===== config.mk =====
export PLATFORM = sky130hd
export DESIGN_NAME = mem_access_seq
export DESIGN_NICKNAME = d
export VERILOG_FILES = /design/src/rtl/mem_access_seq.sv
export SDC_FILE = /design/constraint.sdc
export NUM_CORES = 1
export LEC_CHECK = 0
export CAP_MARGIN = 15
export CORE_MARGIN = 10
export CORE_UTILIZATION = 40
export CTS_CLUSTER_DIAMETER = 100
export DETAILED_ROUTE_END_ITERATION = 6
export GPL_ROUTABILITY_DRIVEN = 0
export PLACE_DENSITY = 0.92
export SKIP_CTS_REPAIR_TIMING = 1
export SLEW_MARGIN = 10
export SYNTH_ARGS = -nofsm -noshare
export SYNTH_HDL_FRONTEND = slang
export SYNTH_SLANG_ARGS = --single-unit

===== constraint.sdc =====
create_clock -name clk -period 9.2 [get_ports clk]
set_input_delay 0.92 -clock clk [delete_from_list [all_inputs] [get_ports clk]]
set_output_delay 0.92 -clock clk [all_outputs]
set_load 0.005 [all_outputs]

===== src/rtl/mem_access_seq.sv =====
// rtl/mem_access_seq.sv - LDUR/STUR data-memory sequencer with req/ack handshake and stall.
// Optional access timeout with a sticky fault is enabled by defining MEMSEQ_TIMEOUT_EN.
module mem_access_seq #(
  parameter int ADDR_W  = 64,
  parameter int DATA_W  = 64,
  parameter int TIMEOUT = 16
) (
  input  logic              clk,
  input  logic              reset,
  input  logic              MemRd,
  input  logic              MemWr,
  input  logic [ADDR_W-1:0] addr,
  input  logic [DATA_W-1:0] wdata,
  output logic              mem_req,
  output logic              mem_we,
  output logic [ADDR_W-1:0] mem_addr,
  output logic [DATA_W-1:0] mem_wdata,
  input  logic              mem_ack,
  input  logic [DATA_W-1:0] mem_rdata,
  output logic              stall,
  output logic              load_valid,
  output logic [DATA_W-1:0] rdata_q,
  output logic              fault
);

  if (TIMEOUT < 2) begin : g_bad_timeout
    $error("mem_access_seq: TIMEOUT must be >= 2");
  end

`ifdef MEMSEQ_TIMEOUT_EN
  typedef enum logic [1:0] {S_IDLE, S_BUSY, S_DONE, S_FAULT} state_t;
  localparam int CNT_W = $clog2(TIMEOUT);
  logic [CNT_W-1:0] count_q;
  logic             fault_q;
`else
  typedef enum logic [1:0] {S_IDLE, S_BUSY, S_DONE} state_t;
`endif

  state_t            state_q;
  logic              mem_req_q;
  logic              mem_we_q;
  logic [ADDR_W-1:0] mem_addr_q;
  logic [DATA_W-1:0] mem_wdata_q;
  logic [DATA_W-1:0] rdata_r_q;
  logic              load_valid_q;

  always_ff @(posedge clk or posedge reset) begin
    if (reset) begin
      state_q      <= S_IDLE;
      mem_req_q    <= 1'b0;
      mem_we_q     <= 1'b0;
      mem_addr_q   <= '0;
      mem_wdata_q  <= '0;
      rdata_r_q    <= '0;
      load_valid_q <= 1'b0;
`ifdef MEMSEQ_TIMEOUT_EN
      count_q      <= '0;
      fault_q      <= 1'b0;
`endif
    end else begin
      case (state_q)
        S_IDLE: begin
          load_valid_q <= 1'b0;
          if (MemRd || MemWr) begin
            state_q     <= S_BUSY;
            mem_req_q   <= 1'b1;
            mem_we_q    <= MemWr;
            mem_addr_q  <= addr;
            mem_wdata_q <= wdata;
`ifdef MEMSEQ_TIMEOUT_EN
            count_q     <= '0;
`endif
          end
        end
        S_BUSY: begin
          if (mem_ack) begin
            state_q      <= S_DONE;
            mem_req_q    <= 1'b0;
            load_valid_q <= !mem_we_q;
            if (!mem_we_q) begin
              rdata_r_q <= mem_rdata;
            end
`ifdef MEMSEQ_TIMEOUT_EN
          end else if (count_q == CNT_W'(TIMEOUT - 1)) begin
            state_q   <= S_FAULT;
            mem_req_q <= 1'b0;
            fault_q   <= 1'b1;
          end else begin
            count_q <= count_q + 1'b1;
`endif
          end
        end
        S_DONE: begin
          // Instruction retires here; a new MemRd/MemWr is only accepted from IDLE.
          load_valid_q <= 1'b0;
          state_q      <= S_IDLE;
        end
        default: begin
`ifdef MEMSEQ_TIMEOUT_EN
          state_q <= S_FAULT;
`else
          state_q <= S_IDLE;
`endif
        end
      endcase
    end
  end

  // Stall must rise in the request cycle itself, before the FSM leaves IDLE.
  always_comb begin
    stall = 1'b0;
    case (state_q)
      S_IDLE:  stall = !reset && (MemRd || MemWr);
      S_BUSY:  stall = 1'b1;
`ifdef MEMSEQ_TIMEOUT_EN
      S_FAULT: stall = 1'b1;
`endif
      default: stall = 1'b0;
    endcase
  end

  assign mem_req    = mem_req_q;
  assign mem_we     = mem_we_q;
  assign mem_addr   = mem_addr_q;
  assign mem_wdata  = mem_wdata_q;
  assign rdata_q    = rdata_r_q;
  assign load_valid = load_valid_q;
`ifdef MEMSEQ_TIMEOUT_EN
  assign fault      = fault_q;
`else
  assign fault      = 1'b0;
`endif

endmodule


# [Word-level counts from Yosys, hierarchy flattened]
# Cells that the tools add are included.
[totals] out_inout_bits=197 inputBits=197 reg_bits=197 wordCells=34
[classes] reduce_logical=13 bitwise_logic=1 mux=9 eq_ne=4
[op_table] op="$pmux W1 S2" count=3
[op_table] op="$reduce_and A2 Y1" count=3
[op_table] op="$reduce_and A3 Y1" count=2
[op_table] op="$mux W2" count=2
[op_table] op="$ne A2 B2 Y1 const B" count=2
[op_table] op="$pmux W2 S2" count=1
[op_table] op="$reduce_bool A2 Y1" count=2
[op_table] op="$mux W1" count=3
[op_table] op="$eq A2 B1 Y1 const B" count=1
[op_table] op="$eq A2 B2 Y1 const B" count=1
[op_table] op="$logic_not A1 Y1" count=2
[op_table] op="$logic_not A2 Y1" count=1
[op_table] op="$reduce_or A2 Y1" count=1
[op_table] op="$logic_and A1 B1 Y1" count=1
[op_table] op="$logic_or A1 B1 Y1" count=1
[op_table] op="$not A1 Y1" count=1

# [Depth between registers and ports, before layout]
# Gate-level depths: netlist of run 1.
[logic_depth] depth_word=4 ltp_mapped=5 mapped_depth_nobuf=3

# [Worst setup path after synthesis of run 1]
# No wires, ideal clock.
[synth_timing] path_type="input to output" startpoint="in reset" endpoint="out stall" arrival_ns=5.768 required_time_ns=8.280 setup_slack_ns=2.512 stages=3 n_path_buf=0 cell_sequence="inv_1 -> o21ai_0 -> a21oi_1"
[synth_via] elab_chain_len=3
[synth_rtl] element="start, declared" line_no="9" source="input logic reset,"
[synth_rtl] element="$logic_not A1 Y1" line_no="113" source="S_IDLE: stall = !reset && (MemRd || MemWr);"
[synth_rtl] element="$logic_and A1 B1 Y1" line_no="113"
[synth_rtl] element="$pmux W1 S2" line_no="112" source="case (state_q)"
[synth_rtl] element="end, declared" line_no="20" source="output logic stall,"
# Every way passes these cells.

# [Worst setup path after layout of run 1]
# Same ends and word-level chain as after synthesis.

==> flow_summary.toml, run 1 <==
[status]
status = "finished clean"

[critical_path]
ff2ff_path_depth = 5
crit_fanout = 73
worstSetupPathType = "primary input to output pin"
cp_data_arrival_time_ps = 2700
r2r-end = "mem_addr[23]"
startpoint_type = "primary input"
r2r-start = "state_q[0]"
r2r_slack_ps = 6510
required_ps = 8280
crit_path_end_kind = "output pin"

[power]
p_int_mw = 2.81
switchingPower_mw = 1.13
total_power_mw = 3.94
ir_drop_v = 0.000217
switching_share_pct = 28.6
power_frac_comb_pct = 43.0
power_leakage_nw = 4.97
clkPwrFrac_pct = 18.3
powerDensity_nw_per_um2 = 327
p_seq_share_pct = 38.7

[yosys]
synth_area_per_cell_sq_um = 17.1
synth_top_area_share_pct = 67.1
synthMostInstantiatedCell = "dfrtp_1"
synth_top_cells_by_count = "dfrtp_1, mux2_2, buf_2"
synth-seq-cells = 197
ys_warn_count = 0
synth_cell_types = 20
syn_inst = 430
ys_top_cells_by_area = "dfrtp_1, mux2_2, mux2_1"
synth_nets = 627
async_flop_share_pct = 100
ys.flop_type = "dfrtp_1"
syn_area_sq_um = 7350
seq_area_frac_synth_pct = 67.1
synth_edf_count = 0
synth_top_cell_by_area = "dfrtp_1"

[detailed_routing]
vias = 5148
first_pass_iters = 4
wire_per_inst_um = 22.0
via_per_inst = 4.82
drcViolationCount = 0
drtIter0Drc = 177
totalWireLength_mm = 23.5
ant_nets = 0

[clock_tree]
cts_buffer_depth = 2
insertion_delay_ps = 420
cts_htree_levels = 4
clock-sinks = 197
cts_tree = "done"
cts_made_buffers = 17
clkTransAtPathRegs_ps = 70
root_buffer = "clkbuf_16"

[sta]
min_period_over_period_pct = 39.3
rsz0062_at_grt = "no"
tightest_slew_ps = 907
finalSetupViolCount = 0
timing_hold_violations_final = 0
skew_ps = 12.9
fin_crit_ps = 3620
hold_slack_ps = 487
setup_tns_ps = 0
fin_ws_ps = 5580
fmax_mhz = 276
slew_violations = 0
slew_headroom_pct = 39.5

[final_layout]
antenna_cells = 0
layout.cells.non_filler = 1067
final_layout_size_suffix_gt1_share_pct = 26.4
syn_to_final_growth_pct = 63.8
fillers = 1264
fin_util_pct = 66.8
multi_input_area_sq_um = 2280
regArea_sq_um = 4930
finalInstanceArea_sq_um = 12000
nNetsFinal = 1022

[placed_design]
dp_cells = 1035
place_ws_ps = 5430
port_buffers = 392
placed_cell_area_sq_um = 11500
dp_hpwl_mm = 18.5

[floorplan]
num_rows = 49
die-height_um = 156
die_w_um = 156
core_sq_um = 18000
io_pins = 394
initial_utilization_pct = 40.8
fp.dieArea_sq_um = 24200

[worst_hold_path]
min_to = "rdata_q[54]"
min_path_type = "flop to flop"
min_path_cells = 1
min_from = "rdata_q[54]"

[global_routing]
grt_max_degree = 75
grt.total_usage_pct = 18.7
grt-ovfl-total = 0
grt_pass1_wl_mm = 34.7
first_global_vias = 5799
antenna_found_initial = 0

[run]
drv_cap = 0
registers in the layout (all words and copies together) (netlist names):
name	flops
mem_addr	64
mem_wdata	64
rdata_q	64
state_q	2
load_valid	1
mem_req	1
mem_we	1
per-layer routing:
metal | vias up | GRT usage (%) | wire length (um)
met2 | 251 | 32.1 | 11900
met3 | 39 | 7.86 | 2310
li1 | 2296 | - | -
met5 | - | 0 | 0
met4 | 0 | 7.04 | 722
met1 | 2562 | 20.0 | 8500
layout make-up:
class	instances	share of cell area (%)
inverter	2	0.125
clock buffer	17	3.54
clock inverter	15	1.15
tap	229	2.38
sequential	197	41.0
multi-input combinational	210	18.9
timing repair buffer	397	32.9
placed cells by master, fill, tap and decap left out:
cell	count
nand3_1	1
nor3_4	1
nor2_1	3
inv_2	1
mux2_2	180
inv_8	3
o21ai_0	1
nor3b_1	1
nor3_1	1
nand2b_1	1
clkinv_8	2
a22o_1	1
o21ai_4	1
a21oi_1	2
clkbuf_16	17
dfrtp_1	197
a211oi_1	1
mux2_1	12
buf_4	5
conb_1	1
clkinvlp_4	1
clkinv_2	3
inv_6	7
nand2_1	3
clkdlybuf4s50_1	392
worst max-delay path by stage:
stage	startpoint	end	slack, ps	cells past startpoint
global placement	MemWr	mem_addr[40]	5470	5
floorplan	reset	stall	2510	3
finish	reset	stall	5580	5
CTS	reset	stall	5540	5
global route	reset	stall	5460	5
detailed placement	MemWr	mem_addr[23]	5430	5
worst max-delay path, stage by stage:
cell and delay [ps]:
clkdlybuf4s50_1 490, inv_8 410, o21ai_0 160, a21oi_1 170, clkdlybuf4s50_1 520
power by group through the flow:
stage               Sequential, mW  Clock [mW]  Combinational (mW)
floorplan                     1.55           0               0.532
global placement              1.51           0                1.67
detailed placement            1.54           0                1.72
CTS                           1.53       0.741                1.73
global route                  1.57       0.773                1.80
finish                        1.52       0.719                1.69
cells by family (layout without fill, tap and decap cells):
family / Yosys count / in the layout / share of synthesized area (%)
buf+inv: 23 / 431 / 2.08
compound gates: 6 / 6 / 0.494
simple gates: 11 / 11 / 0.851
flops: 197 / 197 / 67.1
mux: 192 / 192 / 29.4
other cells: 1 / 1 / 0.0510
No activity file was read; power rests on OpenSTA's default activity.
==> run 2: changes to the inputs <==
--- a/config.mk
+++ b/config.mk
@@ -7,11 +7,11 @@
 export LEC_CHECK = 0
 export CAP_MARGIN = 15
 export CORE_MARGIN = 10
-export CORE_UTILIZATION = 40
+export CORE_UTILIZATION = 35
 export CTS_CLUSTER_DIAMETER = 100
 export DETAILED_ROUTE_END_ITERATION = 6
 export GPL_ROUTABILITY_DRIVEN = 0
-export PLACE_DENSITY = 0.92
+export PLACE_DENSITY = 0.86
 export SKIP_CTS_REPAIR_TIMING = 1
 export SLEW_MARGIN = 10
 export SYNTH_ARGS = -nofsm -noshare
==> constraint.sdc (replaced) <==
create_clock -name clk -period 3.1 [get_ports clk]
set_input_delay 0.31 -clock clk [delete_from_list [all_inputs] [get_ports clk]]
set_output_delay 0.31 -clock clk [all_outputs]
set_load 0.005 [all_outputs]
==> run 2 against run 1 <==
Flip-flop and latch count stayed put. Setup slack worse by 4500 ps. Cell count is 4.8% higher. Global-route usage is 2.5 points lower. Combinational power grew to 3.0 times the previous value. Non-clock buffer count is 11 higher. Critical path depth is 1 lower. Sequential share of layout area is 0.59 points lower. Critical path type unchanged.
==> flow_summary.toml, run 2 (same netlist as run 1, synthesis figures left out) <==
[sta]
fmax_mhz = 489
slew_headroom_pct = 46.7
finalSetupViolCount = 0
slew_violations = 0
fin_crit_ps = 2040
tightest_slew_ps = 799
min_period_over_period_pct = 65.9
rsz0062_at_grt = "no"
fin_ws_ps = 1060
skew_ps = 12.0
timing_hold_violations_final = 0

[worst_hold_path]
min_path_type = "flop to flop"
min_path_cells = 1

[run]
drv_cap = 0

[detailed_routing]
first_pass_iters = 4
ant_nets = 0
wire_per_inst_um = 20.8
via_per_inst = 4.61
drcViolationCount = 0
totalWireLength_mm = 23.2
vias = 5150
drtIter0Drc = 195

[clock_tree]
clock-sinks = 197
cts_made_buffers = 17
insertion_delay_ps = 420
clkTransAtPathRegs_ps = 70
cts_htree_levels = 4
root_buffer = "clkbuf_16"
cts_tree = "done"
cts_buffer_depth = 2

[critical_path]
r2r-end = "rdata_q[45]"
cp_data_arrival_time_ps = 1730
crit_fanout = 4
r2r_slack_ps = 1170
cpMaxStageDelayCell = "clkdlybuf4s50_1"
crit_top_cell = "clkdlybuf4s50_1"
path_delay_family = "buffers and inverters"
ff2ff_path_depth = 4
critical_path.max_stage_delay_ps = 610
crit_path_end_kind = "output pin"
worstSetupPathType = "primary input to output pin"
worst_setup_path_endpoint = "stall"
startpoint_type = "primary input"
worstPathCellList = "clkdlybuf4s50_1, o21ai_0, a21oi_1, clkdlybuf4s50_1"
critical_path_cell_count = 4
required_ps = 2790
r2r-start = "state_q[1]"
crit_buf_inv = 2
critPathLaunch = "MemRd"

[floorplan]
die_w_um = 165
core_sq_um = 20400
fp.dieArea_sq_um = 27200
num_rows = 52
initial_utilization_pct = 36.0
io_pins = 394
die-height_um = 165

[global_routing]
grt.total_usage_pct = 16.2
antenna_found_initial = 0
grt_pass1_wl_mm = 33.6
grt-ovfl-total = 0
first_global_vias = 5653
grt_max_degree = 147

[final_layout]
layout_common_cells = "clkdlybuf4s50_1, dfrtp_1, mux2_2, clkbuf_16"
layout.cells.non_filler = 1118
syn_to_final_growth_pct = 66.2
layout_commonest_cell = "clkdlybuf4s50_1"
fin_util_pct = 59.8
nNetsFinal = 1033
finalInstanceArea_sq_um = 12200
final_layout_size_suffix_gt1_share_pct = 27.1
antenna_cells = 0

[status]
status = "finished clean"

[power]
power_leakage_nw = 5.02
ir_drop_v = 0.000515
powerDensity_nw_per_um2 = 955

[placed_design]
place_ws_ps = 772
dp_hpwl_mm = 18.5
placed_cell_area_sq_um = 11600
port_buffers = 392
dp_cells = 1087
## run 2: cell types whose count changed in the layout (fill, tap and decap cells not counted), moves of 2 or more
cell / change
buf_4: +7
inv_6: -6
clkinv_4: +5
buf_12: +4
clkinv_2: -3
clkinvlp_4: +2
## run 2: where the power goes
part           switching [mW]  total, mW  internal [mW]
clock                    1.02       2.09           1.08
sequential              0.663       4.51           3.85
combinational            1.57       5.06           3.49
total                    3.25       11.7           8.42
## run 2: how the worst min path moves through the flow
stage	from	to
floorplan	mem_ack	state_q[0]
global placement	rdata_q[48]	rdata_q[48]
detailed placement	rdata_q[55]	rdata_q[55]
CTS	mem_rdata[53]	rdata_q[53]
global route	wdata[4]	mem_wdata[4]
finish	rdata_q[55]	rdata_q[55]
## run 2: through the flow
| stage | hold WS (ps) | TNS, ps | power, mW |
|---|---|---|---|
| after floorplan | 407 | -693 | 6.19 |
| after global placement | 467 | 0 | 9.53 |
| after detailed placement | 475 | 0 | 9.72 |
| after CTS | 470 | 0 | 11.9 |
| after global routing | 477 | 0 | 12.3 |
| final | 487 | 0 | 11.7 |
## run 2: cell type report
type	count	area (sq um)
fillers	1611	8220
flip-flops and latches	197	4930
repair buffers	408	4090
multi-input cells	210	2280
clock buffers	19	443
well taps	270	338
clock inverters	12	118
inverters	2	11.3
## run 2: layer usage
metal  share of wire (%)  vias up  routed length, um  global-route usage [%]
met2                  52      219              12200                    28.9
met5                   0        -                  0                       0
met4                 1.9        0                445                    4.75
li1                    -     2324                  -                       -
met1                  35     2586               8200                    16.9
met3                  10       21               2420                    7.00
==> run 3: changes to the inputs <==
==> constraint.sdc (replaced) <==
create_clock -name clk -period 1.8 [get_ports clk]
set_input_delay 0.18 -clock clk [delete_from_list [all_inputs] [get_ports clk]]
set_output_delay 0.18 -clock clk [all_outputs]
set_load 0.005 [all_outputs]
==> run 3 against run 2 <==
Cell count grew 0.36%. Hold slack lost 230 ps. Clock-buffer cell count is the same. Clock power grew 82%. Wire length is essentially flat. Power grew 75%. Setup slack lost 880 ps. Register-to-register slack lost 990 ps. Sequential power grew 72%. Largest power group unchanged. Highest routed layer unchanged.
==> flow_summary.toml, run 3 (same netlist as run 1, synthesis figures left out) <==
[status]
status = "finished clean"

[sta]
rsz0062_at_grt = "no"
finalSetupViolCount = 0
slew_violations = 0
fin_ws_ps = 176
timing_hold_violations_final = 0
skew_ps = 12.4
min_period_over_period_pct = 90.2
fmax_mhz = 616
fin_crit_ps = 1620

[placed_design]
port_buffers = 392
placed_cell_area_sq_um = 11800
dp_hpwl_mm = 18.8
place_ws_ps = -29.8

[worst_hold_path]
min_path_type = "primary input to async pin"

[critical_path]
required_ps = 2090
ff2ff_path_depth = 4
cp_data_arrival_time_ps = 1920
startpoint_type = "flop"
critical_path.max_stage_delay_ps = 430
r2r_slack_ps = 180
r2r-end = "rdata_q[27]"
worstPathCellList = "nand2b_1, nor3_4, buf_12, mux2_2"
worstSetupPathType = "flop to flop"
r2r-start = "state_q[1]"
cpMaxStageDelayCell = "dfrtp_1"
crit_path_end_kind = "flop"
crit_fanout = 38

[detailed_routing]
wire_per_inst_um = 20.7
via_per_inst = 4.57
drcViolationCount = 0
first_pass_iters = 4
drtIter0Drc = 202
vias = 5132
ant_nets = 0
totalWireLength_mm = 23.2

[clock_tree]
root_buffer = "clkbuf_16"
clock-sinks = 197
cts_made_buffers = 17
cts_tree = "done"
cts_htree_levels = 4
cts_buffer_depth = 2
insertion_delay_ps = 420
clkTransAtPathRegs_ps = 80

[power]
power_leakage_nw = 5.10
powerDensity_nw_per_um2 = 1650
ir_drop_v = 0.000830

[final_layout]
syn_to_final_growth_pct = 68.2
layout_common_cells = "clkdlybuf4s50_1, dfrtp_1, mux2_2, clkbuf_16, mux2_1"
fin_util_pct = 60.5
finalInstanceArea_sq_um = 12400
final_layout_size_suffix_gt1_share_pct = 27.3
antenna_cells = 0
nNetsFinal = 1036
layout_commonest_cell = "clkdlybuf4s50_1"

[global_routing]
grt.total_usage_pct = 16.3
grt-ovfl-total = 0
antenna_found_initial = 0
grt_max_degree = 77
grt_pass1_wl_mm = 33.8
first_global_vias = 5753

[run]
drv_cap = 0

[floorplan]
fp.dieArea_sq_um = 27200
core_sq_um = 20400
io_pins = 394
die-height_um = 165
die_w_um = 165
num_rows = 52
initial_utilization_pct = 36.0
[run 3: cell count changes in the layout (fill, tap and decap cells not counted), sizes merged]
cell and change:
buf +3, inv +3, clkinvlp -2, bufinv +1
clkdlybuf4s50 -1, clkinv -1, dlymetal6s2s +1
[run 3: stage by stage]
step           hold WS, ps  std cells  power (mW)  setup TNS (ps)
2_1_floorplan          277        430        10.7         -185520
3_3_place_gp           468       1090        16.5               0
3_5_place_dp           474       1090        16.9            -229
4_1_cts                301       1122        20.8           -6.84
5_1_grt                293       1122        21.6               0
6_report               257       1122        20.4               0
[run 3: worst max path at each step]
stage / start / to / cells past startpoint
6_report: state_q[1] / rdata_q[27] / 4
5_1_grt: state_q[1] / rdata_q[27] / 4
4_1_cts: state_q[0] / stall / 3
3_5_place_dp: mem_ack / rdata_q[27] / 5
3_3_place_gp: mem_ack / rdata_q[39] / 5
2_1_floorplan: reset / stall / 3
[run 3: metal layers]
metal  wire, um  global-route usage (%)  up-vias
met4        441                    4.79        0
met5          0                       0        -
met2      12400                    29.8      219
met3       2560                    7.37       24
met1       7850                    16.3     2552
li1           -                       -     2337
[run 3: area by class of cell]
type	instances	area, sq um
flip-flops and latches	197	4930
repair buffers	411	4210
inverters	2	11.3
clock inverters	13	163
clock buffers	19	433
well taps	270	338
multi-input cells	210	2280
fillers	1608	8070
[run 3: where the power goes]
group / internal (mW) / total [mW] / switching (mW) / leakage [nW]
registers: 6.62 / 7.76 / 1.14 / 2.31
clock network: 2.00 / 3.80 / 1.81 / 0.290
logic: 6.11 / 8.85 / 2.74 / 2.50
total: 14.7 / 20.4 / 5.69 / 5.10
[run 3: critical path, delay by kind of cell, from the launching register on]
family                 cells  cell delay (ps)
muxes                      1              380
buffers and inverters      1              260
DFF                        1              430
and+or+nand+nor            2              430
